==> src/rtl/kim_if_fetch_stage.sv <==
// Instruction-fetch stage: owns the PC, fetches over a req/ready handshake,
// buffers a completed fetch across hazard stalls and drops in-flight fetches
// on branch/jump redirect.
// Optional build macro: KIM_IF_ALIGN_CHK_EN (redirect alignment check, misalign_err port).
module kim_if_fetch_stage #(
  parameter int unsigned               PC_ADDR_WIDTH   = 32,
  parameter int unsigned               INST_DATA_WIDTH = 32,
  parameter logic [PC_ADDR_WIDTH-1:0]  RESET_PC        = '0
) (
  input  logic                         clk,
  input  logic                         rstn,
  input  logic                         is_mem_hazard,
  input  logic                         is_branch,
  input  logic [PC_ADDR_WIDTH-1:0]     branch_target,
  input  logic                         is_jump,
  input  logic [PC_ADDR_WIDTH-1:0]     jump_target,
  output logic                         imem_req,
  output logic [PC_ADDR_WIDTH-1:0]     imem_addr,
  input  logic                         imem_ready,
  input  logic [INST_DATA_WIDTH-1:0]   imem_rdata,
  output logic [INST_DATA_WIDTH-1:0]   instruction,
  output logic [PC_ADDR_WIDTH-1:0]     pc_next_out,
  output logic                         is_flush,
  output logic                         fetch_busy,
`ifdef KIM_IF_ALIGN_CHK_EN
  output logic                         misalign_err,
`endif
  output logic                         dbg_state
);

  typedef enum logic {
    S_FETCH = 1'b0,
    S_DROP  = 1'b1
  } state_t;

  state_t                       r_state;
  logic [PC_ADDR_WIDTH-1:0]     r_pc;
  logic [PC_ADDR_WIDTH-1:0]     r_drop_addr;
  logic                         r_buf_valid;
  logic [INST_DATA_WIDTH-1:0]   r_buf_inst;
  logic [PC_ADDR_WIDTH-1:0]     r_buf_pc;

  logic                         w_redirect;
  logic [PC_ADDR_WIDTH-1:0]     w_target_raw;
  logic [PC_ADDR_WIDTH-1:0]     w_target;
  logic                         w_in_drop;
  logic                         w_req;
  logic [PC_ADDR_WIDTH-1:0]     w_pc_plus4;
  logic [PC_ADDR_WIDTH-1:0]     w_buf_pc_plus4;

  // Memory handshake: imem_req is a level held with a stable imem_addr until
  // the cycle imem_ready is high; req && ready in one cycle completes the fetch.
  assign w_redirect     = is_branch | is_jump;
  assign w_target_raw   = is_branch ? branch_target : jump_target;
  assign w_in_drop      = (r_state == S_DROP);
  assign w_req          = rstn & (w_in_drop | ~r_buf_valid);
  assign w_pc_plus4     = r_pc + PC_ADDR_WIDTH'(4);
  assign w_buf_pc_plus4 = r_buf_pc + PC_ADDR_WIDTH'(4);

`ifdef KIM_IF_ALIGN_CHK_EN
  logic r_misalign_err;
  logic w_misalign;
  assign w_misalign   = |w_target_raw[1:0];
  assign w_target     = {w_target_raw[PC_ADDR_WIDTH-1:2], 2'b00};
  assign misalign_err = r_misalign_err;

  always_ff @(posedge clk or negedge rstn) begin
    if (!rstn) begin
      r_misalign_err <= 1'b0;
    end else if (w_redirect && w_misalign) begin
      r_misalign_err <= 1'b1;
    end
  end
`else
  assign w_target = w_target_raw;
`endif

  assign imem_req   = w_req;
  assign imem_addr  = w_in_drop ? r_drop_addr : r_pc;
  assign is_flush   = rstn & w_redirect;
  assign fetch_busy = w_req & ~imem_ready;
  assign dbg_state  = r_state;

  // A redirect or a pending drop turns the slot into a NOP; otherwise the
  // buffered instruction has priority over a live memory completion.
  always_comb begin
    instruction = '0;
    pc_next_out = w_pc_plus4;
    if (rstn && !w_redirect && !w_in_drop) begin
      if (r_buf_valid) begin
        instruction = r_buf_inst;
        pc_next_out = w_buf_pc_plus4;
      end else if (imem_ready && !is_mem_hazard) begin
        instruction = imem_rdata;
      end
    end
  end

  always_ff @(posedge clk or negedge rstn) begin
    if (!rstn) begin
      r_state     <= S_FETCH;
      r_pc        <= RESET_PC;
      r_drop_addr <= '0;
      r_buf_valid <= 1'b0;
      r_buf_inst  <= '0;
      r_buf_pc    <= '0;
    end else if (w_redirect) begin
      r_pc        <= w_target;
      r_buf_valid <= 1'b0;
      if (w_in_drop) begin
        if (imem_ready) r_state <= S_FETCH;
      end else if (w_req && !imem_ready) begin
        // The outstanding request must keep its address until accepted.
        r_state     <= S_DROP;
        r_drop_addr <= r_pc;
      end
    end else if (w_in_drop) begin
      if (imem_ready) r_state <= S_FETCH;
    end else if (r_buf_valid) begin
      if (!is_mem_hazard) r_buf_valid <= 1'b0;
    end else if (imem_ready) begin
      r_pc <= w_pc_plus4;
      if (is_mem_hazard) begin
        r_buf_valid <= 1'b1;
        r_buf_inst  <= imem_rdata;
        r_buf_pc    <= r_pc;
      end
    end
  end

endmodule

==> config.mk <==
export PLATFORM = sky130hd
export DESIGN_NAME = kim_if_fetch_stage
export DESIGN_NICKNAME = d
export VERILOG_FILES = /design/src/rtl/kim_if_fetch_stage.sv
export SDC_FILE = /design/constraint.sdc
export NUM_CORES = 1
export LEC_CHECK = 0
export CORE_UTILIZATION = 50
export CTS_CLUSTER_SIZE = 28
export DETAILED_ROUTE_END_ITERATION = 16
export PLACE_DENSITY_LB_ADDON = 0.1
export SLEW_MARGIN = 15
export SYNTH_ARGS = -nofsm -noshare
export SYNTH_HDL_FRONTEND = slang
export SYNTH_SLANG_ARGS = --single-unit
==> constraint.sdc <==
create_clock -name clk -period 3 [get_ports clk]
set_clock_uncertainty 0.1 [all_clocks]
set_input_delay 0.3 -clock clk [delete_from_list [all_inputs] [get_ports clk]]
set_output_delay 0.3 -clock clk [all_outputs]
set_load 0.05 [all_outputs]
==> metrics.md, run 1 <==
| Metric | Value |
|---|---|
| Clock tree from TritonCTS | `yes` |
| Crit path setup slack, layout | `-0.0474 ns` |
| Buffers from clock root to sink, at most | `2` |
| Standard cell core area | `15,400 µm²` |
| Chip Width | `128 µm` |
| Remaining design rule violation count | `0` |
| Number of nets in the final layout | `1,102` |
| Final weighted congestion in routability-driven placement | `0.908` |
| Syn Std Cell Area | `7930 µm²` |
| Kind of end point of the critical path | `output port` |
| Category of the worst setup path launch point | `flip-flop` |
| Proportion of register bits with asynchronous set or reset after synthesis | `1.00` |
| Clock slew at the register clock pins of the worst setup and hold paths | `0.06 ns` |
| Fraction of layout instances using a drive strength above 1 | `0.348` |
| Net Count, Synth | `891` |
| H-tree level count | `4` |
| Category of the critical setup timing path | `flip-flop to output port` |
| Crit path arrival time | `2.65 ns` |
| Total detailed-routing wirelength | `23,900 µm` |
| Dominant synthesized flop cell | `sky130_fd_sc_hd__dfrtp_1` |
| Count of buffers from port buffering | `201` |
| Clock insertion delay at the later pin of the skew report | `0.42 ns` |
| Highest achievable clock rate | `0.328 GHz` |
| Root buffer cell | `sky130_fd_sc_hd__clkbuf_16` |
| Count of antenna-violating nets left after detailed routing | `0` |
| Half-perimeter wire length of the detailed placement result | `17,200 µm` |
| Worst slack on hold paths | `0.276 ns` |
| All-layer global routing usage | `0.301` |
| Syn-to-layout area delta | `48.4%` |
| Initial DRC Count | `696` |
| Sum of internal, switching and leakage power | `0.00668 W` |
| Row cnt | `45` |
| Global-route wire length before repair | `37,900 µm` |
| Drt via density | `5.86` |
| Multi-input combinational cell area | `4500 µm²` |
| Number of flops mapped to enable cells by yosys | `0` |
| Die outline area | `16,400 µm²` |
| Crit share post-route | `1.02` |
| Worst-Margin Slew | `0.907 ns` |
| Peak fanout along the critical path | `8` |
| Routed WL per cell | `19.6 µm` |
| Fraction of the yosys area taken by sequential cells | `0.410` |
| Total of endpoints with negative setup slack in the final report | `1` |
| Max Slew Vio Count | `0` |
| Reg area | `3260 µm²` |
| Starting Density | `0.516` |
| Final min period | `3.05 ns` |
| Number of fill cells | `1,060` |
| 1st-pass router iterations | `5` |
| Final standard cell utilization of the core | `0.766` |
| Antenna violations before repair | `0` |
| Worst reg-to-reg path cell count | `5` |
| Outcome | `finished with violations` |
| Number of clock sinks | `130` |
| Relative slew slack | `0.395` |
| Post-synthesis cell type count | `56` |
| PwrDens | `567 nW/µm²` |
| Total congestion overflow after global routing | `0` |
| WP data required | `2.60 ns` |
| Number of buffers created by CTS | `17` |
| Largest net degree at the start of global routing | `68` |
| Setup repair after global routing missed its margin | `yes` |
| Final number of hold-violating endpoints | `0` |
| Top-Level Pins | `202` |
| LEAKAGE | `4.87 nW` |
| Die extent in y | `128 µm` |
| Maxcap violations | `0` |
| Post-Syn Area per Cell | `10.1 µm²` |
| Number of standard cells after synthesis | `787` |
| Synth warnings | `0` |
| Path class of the lowest-slack min-delay path | `input pin to async pin` |
| Violated checks | `setup timing` |
| IR Drop Worst-Case VDD | `0.398 mV` |
| Inserted Diodes | `0` |
| Post-synthesis register bit count | `130` |
| Via count of the first global-routing pass | `7,137` |
| Via count | `7,166` |
-- stage by stage --
step	std cells	worst slack [ns]	TNS, ns	instance area, µm²
2_1_floorplan	787	-0.0895	-1.12	7950
3_3_place_gp	1176	0.327	0	11000
3_5_place_dp	1176	0.199	0	11000
4_1_cts	1214	0.00247	0	11600
5_1_grt	1222	-0.108	-0.307	11800
6_report	1222	-0.0474	-0.0474	11800
-- synthesized netlist by cell type (20+ instances only) --
| cell | number | area share |
|---|---|---|
| sky130_fd_sc_hd__xor2_1 | 20 | 0.022 |
| sky130_fd_sc_hd__clkbuf_1 | 45 | 0.021 |
| sky130_fd_sc_hd__mux2_2 | 115 | 0.16 |
| sky130_fd_sc_hd__dfrtp_1 | 130 | 0.41 |
| sky130_fd_sc_hd__xnor2_1 | 44 | 0.049 |
| sky130_fd_sc_hd__a21oi_1 | 26 | 0.016 |
| sky130_fd_sc_hd__mux2i_1 | 25 | 0.032 |
| sky130_fd_sc_hd__o21ai_0 | 44 | 0.028 |
| sky130_fd_sc_hd__a22o_1 | 34 | 0.038 |
| sky130_fd_sc_hd__nand2_1 | 77 | 0.036 |
| sky130_fd_sc_hd__nor2_1 | 20 | 0.0095 |
| sky130_fd_sc_hd__nand3_1 | 24 | 0.015 |
-- metal layers --
metal  global-route usage  routed length (µm)  vias up
li1                     -                   -     3275
met1                0.408               10500     3527
met2                0.489               11400      321
met3               0.0430                1440       43
met4                0.113                 588        0
met5                    0                   0        -
-- where the power goes --
part           internal, W  total [W]  switching [W]
combinational      0.00104    0.00218        0.00114
sequential         0.00215    0.00251       0.000357
clock              0.00117    0.00199       0.000820
-- cell type report --
cell class | instances | area share
Inverter | 16 | 0.00510
Timing Repair Buffer | 258 | 0.266
Multi-Input combinational cell | 575 | 0.382
Clock buffer | 18 | 0.0373
Tap cell | 211 | 0.0224
Sequential cell | 130 | 0.277
Clock inverter | 14 | 0.0109
-- sequential cells by signal, indices dropped and copies added, names as in the netlist --
register and count:
r_buf_inst 32, r_buf_pc 32, r_drop_addr 32, r_pc 32, dbg_state 1, r_buf_valid 1
-- timing repair --
item	in CTS	in global routing
cloned	0	0
gates resized for setup	11	18
pin swaps	1	5
hold endpoints to repair	18	0
endpoints found under the setup margin	11	15
hold buffers	1	0
setup buffers	5	8
-- kinds of logic after synthesis --
logic type / share of synthesized area
and+or+nand+nor: 0.151
AOI/OAI and AO/OA: 0.126
muxes: 0.195
DFF: 0.410
buffers and inverters: 0.0438
xor gates and xnor gates: 0.0707
adders and majority gates: 0.00315
-- critical path, stage by stage, from the launching register on --
cell	delay (ns)
sky130_fd_sc_hd__dfrtp_2	0.42
sky130_fd_sc_hd__nand4_4	0.15
sky130_fd_sc_hd__or4_4	0.69
sky130_fd_sc_hd__nor4_4	0.35
sky130_fd_sc_hd__xnor2_1	0.13
sky130_fd_sc_hd__mux2i_1	0.17
sky130_fd_sc_hd__bufbuf_16	0.31
-- final timing paths --
path                                   from               to  slack (ns)
setup / recovery                   r_pc[12]  pc_next_out[26]       -0.05
hold / removal                         rstn  r_drop_addr[21]        0.28
setup reg to reg                  dbg_state   r_drop_addr[0]        0.64
hold reg to reg             r_drop_addr[19]  r_drop_addr[19]        0.38
max in group asynchronous              rstn          r_pc[5]        0.74
min in group clk           branch_target[4]          r_pc[4]        0.34
-- cells in the final DEF, fill, tap and decap left out, types with 6 or more instances in the layout --
cell type / netlist / layout
sky130_fd_sc_hd__buf_12: 0 / 72
sky130_fd_sc_hd__nor3_1: 18 / 16
sky130_fd_sc_hd__nor4_4: 1 / 6
sky130_fd_sc_hd__clkbuf_16: 0 / 17
sky130_fd_sc_hd__dfrtp_1: 130 / 126
sky130_fd_sc_hd__mux2i_1: 25 / 19
sky130_fd_sc_hd__nor2b_1: 7 / 7
sky130_fd_sc_hd__nor2_1: 20 / 20
sky130_fd_sc_hd__clkdlybuf4s50_1: 0 / 100
sky130_fd_sc_hd__o21ai_0: 44 / 42
sky130_fd_sc_hd__a21oi_1: 26 / 26
sky130_fd_sc_hd__buf_4: 2 / 81
sky130_fd_sc_hd__o22ai_1: 7 / 7
sky130_fd_sc_hd__xnor2_1: 44 / 44
sky130_fd_sc_hd__mux2i_2: 0 / 6
sky130_fd_sc_hd__nand2_1: 77 / 76
sky130_fd_sc_hd__xor2_1: 20 / 20
sky130_fd_sc_hd__a22o_1: 34 / 34
sky130_fd_sc_hd__inv_1: 15 / 15
sky130_fd_sc_hd__nor4_2: 11 / 10
sky130_fd_sc_hd__o21ai_1: 5 / 7
sky130_fd_sc_hd__nand4_1: 11 / 11
sky130_fd_sc_hd__nor4_1: 12 / 8
sky130_fd_sc_hd__mux2_2: 115 / 115
sky130_fd_sc_hd__a22oi_1: 8 / 8
sky130_fd_sc_hd__nand3_1: 24 / 20
Power figures use the tool's default switching activity.
==> run 2, diff against run 1 <==
CTS_CLUSTER_SIZE = 16   (was 28)
GPL_TIMING_DRIVEN = 0   (was unset)
clock period = 3.2 ns   (was 3 ns; I/O delays follow)
==> run 2 against run 1 <==
The run now ends clean. First-iteration DRC count decreased by 10%. Power decreased by 4.9%. Clock power increased by 11%. Sequential cell count unchanged. Critical path depth increased by 2. Sequential share of layout area increased by 1.9 points.
==> metrics.md, run 2 (synthesis gave the netlist of run 1 again) <==
| Metric | Value |
|---|---|
| Outcome | `complete, no violations (was finished with violations)` |
| Worst-Margin Slew | `0.970 ns (was 0.907 ns)` |
| Via count | `7,139 (was 7,166)` |
| PwrDens | `575 nW/µm² (was 567 nW/µm²)` |
| Crit share post-route | `0.981` |
| Number of fill cells | `1,193 (was 1,060)` |
| Row cnt | `45 (unchanged)` |
| Setup repair after global routing missed its margin | `yes (unchanged)` |
| All-layer global routing usage | `0.289 (was 0.301)` |
| Buffers from clock root to sink, at most | `2 (unchanged)` |
| Relative slew slack | `0.353 (was 0.395)` |
| Number of nets in the final layout | `1,129 (was 1,102)` |
| Count of buffers from port buffering | `201 (unchanged)` |
| Final standard cell utilization of the core | `0.718 (was 0.766)` |
| Stage delay of the slowest cell on the critical path | `0.63 ns (was 0.69 ns)` |
| Count of antenna-violating nets left after detailed routing | `0 (unchanged)` |
| Path class of the lowest-slack min-delay path | `input pin to flip-flop (was input pin to async pin)` |
| Routed WL per cell | `18.9 µm (was 19.6 µm)` |
| Leading cell types in the layout, fill and taps excluded | `sky130_fd_sc_hd__clkdlybuf4s50_1, sky130_fd_sc_hd__dfrtp_1, sky130_fd_sc_hd__mux2_2 (was sky130_fd_sc_hd__dfrtp_1, sky130_fd_sc_hd__mux2_2, sky130_fd_sc_hd__clkdlybuf4s50_1)` |
| Worst slack on hold paths | `0.369 ns (was 0.276 ns)` |
| Met2 WL post-DR | `10,900 µm (was 11,400 µm)` |
| Kind of end point of the critical path | `output port (unchanged)` |
| Category of the worst setup path launch point | `flip-flop (unchanged)` |
| Initial DRC Count | `623 (was 696)` |
| Global-route wire length before repair | `36,100 µm (was 37,900 µm)` |
| Largest net degree at the start of global routing | `74 (was 68)` |
| Number of clock sinks | `130 (unchanged)` |
| H-tree level count | `4 (unchanged)` |
| Root buffer cell | `sky130_fd_sc_hd__clkbuf_16 (unchanged)` |
| Die extent in y | `128 µm (unchanged)` |
| Setup slack at placement | `-1.19 ns (was 0.199 ns)` |
| Final number of hold-violating endpoints | `0 (unchanged)` |
| Die outline area | `16,400 µm² (unchanged)` |
| Most common cell after layout, fill and taps aside | `sky130_fd_sc_hd__clkdlybuf4s50_1 (was sky130_fd_sc_hd__dfrtp_1)` |
| Total congestion overflow after global routing | `0 (unchanged)` |
| Peak fanout along the critical path | `6 (was 8)` |
| Final std cells w/o fill | `1,249 (was 1,222)` |
| Drt via density | `5.72 (was 5.86)` |
| Met1 Wirelength | `10,500 µm (about the same)` |
| Cell Chain, Critical Path | `ha_4 > nand3_4 > or4_4 > buf_12 > nor4_4 > xnor2_1 > mux2i_1 > buf_4 (was nand4_4 > or4_4 > nor4_4 > xnor2_1 > mux2i_1 > bufbuf_16)` |
| Syn-to-layout area delta | `39.1% (was 48.4%)` |
| Clock tree from TritonCTS | `yes (unchanged)` |
| Clock insertion delay at the later pin of the skew report | `0.42 ns (about the same)` |
| Total detailed-routing wirelength | `23,600 µm (was 23,900 µm)` |
| Starting Density | `0.516 (unchanged)` |
| Antenna violations before repair | `0 (unchanged)` |
| Inserted Diodes | `0 (unchanged)` |
| Max Slew Vio Count | `0 (unchanged)` |
| Via count of the first global-routing pass | `6,818 (was 7,137)` |
| Crit path arrival time | `2.72 ns (was 2.65 ns)` |
| Maxcap violations | `0 (unchanged)` |
| LEAKAGE | `4.63 nW (was 4.87 nW)` |
| Category of the critical setup timing path | `flip-flop to output port (unchanged)` |
| Standard cell core area | `15,400 µm² (unchanged)` |
| Fraction of layout instances using a drive strength above 1 | `0.279 (was 0.348)` |
| Number of placed instances, taps included | `1,200 (was 1,176)` |
| Slowest CP cell | `sky130_fd_sc_hd__or4_4 (unchanged)` |
| Final weighted congestion in routability-driven placement | `0.872 (was 0.908)` |
| 1st-pass router iterations | `5 (unchanged)` |
| Top Family by Delay on Critical Path | `simple AND/OR/NAND/NOR gates (unchanged)` |
| Total of endpoints with negative setup slack in the final report | `0 (was 1)` |
| Highest achievable clock rate | `0.319 GHz` |
| Chip Width | `128 µm (unchanged)` |
| Crit path setup slack, layout | `0.0622 ns (was -0.0474 ns)` |
| WP data required | `2.78 ns (was 2.60 ns)` |
| Remaining design rule violation count | `0 (unchanged)` |
| Number of buffers created by CTS | `17 (unchanged)` |
| IR Drop Worst-Case VDD | `0.398 mV (about the same)` |
| Clock slew at the register clock pins of the worst setup and hold paths | `0.06 ns (about the same)` |
| Total length of routed met3 wires | `1610 µm (was 1440 µm)` |
| Half-perimeter wire length of the detailed placement result | `16,500 µm (was 17,200 µm)` |
| Final min period | `3.14 ns` |
| Buffer and inverter count on the worst path | `2 (was 1)` |
| Top routing layer in use | `met4 (unchanged)` |
| Top-Level Pins | `202 (unchanged)` |
run 2: cell count changes in the layout (fill, tap and decap cells not counted), sizes merged, moves of 5 or more:
| cell | change |
|---|---|
| clkdlybuf4s50 | +35 |
| buf | -68 |
| clkbuf | +56 |
| clkdlybuf4s15 | +5 |
run 2: stage by stage:
stage          TNS (ns)  area (µm²)  total power (W)
2_1_floorplan         0        7930          0.00351
3_3_place_gp    -973.18       10200          0.00410
3_5_place_dp     -51.11       10200          0.00415
4_1_cts               0       11000          0.00636
5_1_grt         -0.0108       11000          0.00661
6_report              0       11000          0.00635
run 2: report_power, final:
part	total [W]	switching, W	internal (W)
Clock	0.00220	0.000732	0.00146
Sequential	0.00231	0.000295	0.00202
Combinational	0.00184	0.00103	0.000809
run 2: worst register-to-register path: cells and delay by family, from the launching register on:
family	cells	cell delay, ns
AND/OR/NAND/NOR	3	0.53
buffers and inverters	3	1.32
multiplexers	1	0.37
flip-flops	1	0.37
run 2: final timing paths:
path	from	to	slack [ns]	cells after the start
worst max register to register	dbg_state	r_drop_addr[20]	0.39	7
min in group asynchronous	rstn	r_buf_inst[26]	0.57	4
max in group asynchronous	rstn	r_buf_pc[10]	1.59	5
worst max-delay path	r_pc[3]	pc_next_out[30]	0.06	8
worst min register to register	r_drop_addr[10]	r_drop_addr[10]	0.38	2
worst min-delay path	branch_target[0]	r_pc[0]	0.37	3
run 2: metal layers:
metal / vias up / track usage
li1: 3331 / -
met2: 291 / 0.464
met4: 0 / 0.104
met1: 3471 / 0.388
met5: - / 0
met3: 46 / 0.0568
run 2: layout make-up:
type / count / area [µm²] / share of cell area
Timing Repair Buffer: 223 / 2010 / 0.182
Tap cell: 211 / 264 / 0.0239
Buffer: 62 / 302 / 0.0273
Clock inverter: 9 / 175 / 0.0159
Sequential cell: 130 / 3260 / 0.295
Clock buffer: 23 / 488 / 0.0442
Multi-Input combinational cell: 575 / 4480 / 0.406
Inverter: 16 / 60.1 / 0.00544
run 2: repair_timing:
| action | CTS | global route |
|---|---|---|
| gates resized for setup | 280 | 65 |
| endpoints found under the hold margin | 57 | 0 |
| hold buffers | 5 | 0 |
| gates cloned | 0 | 0 |
| setup endpoints to repair | 65 | 60 |
| pin swaps | 4 | 6 |
| setup buffers | 8 | 8 |
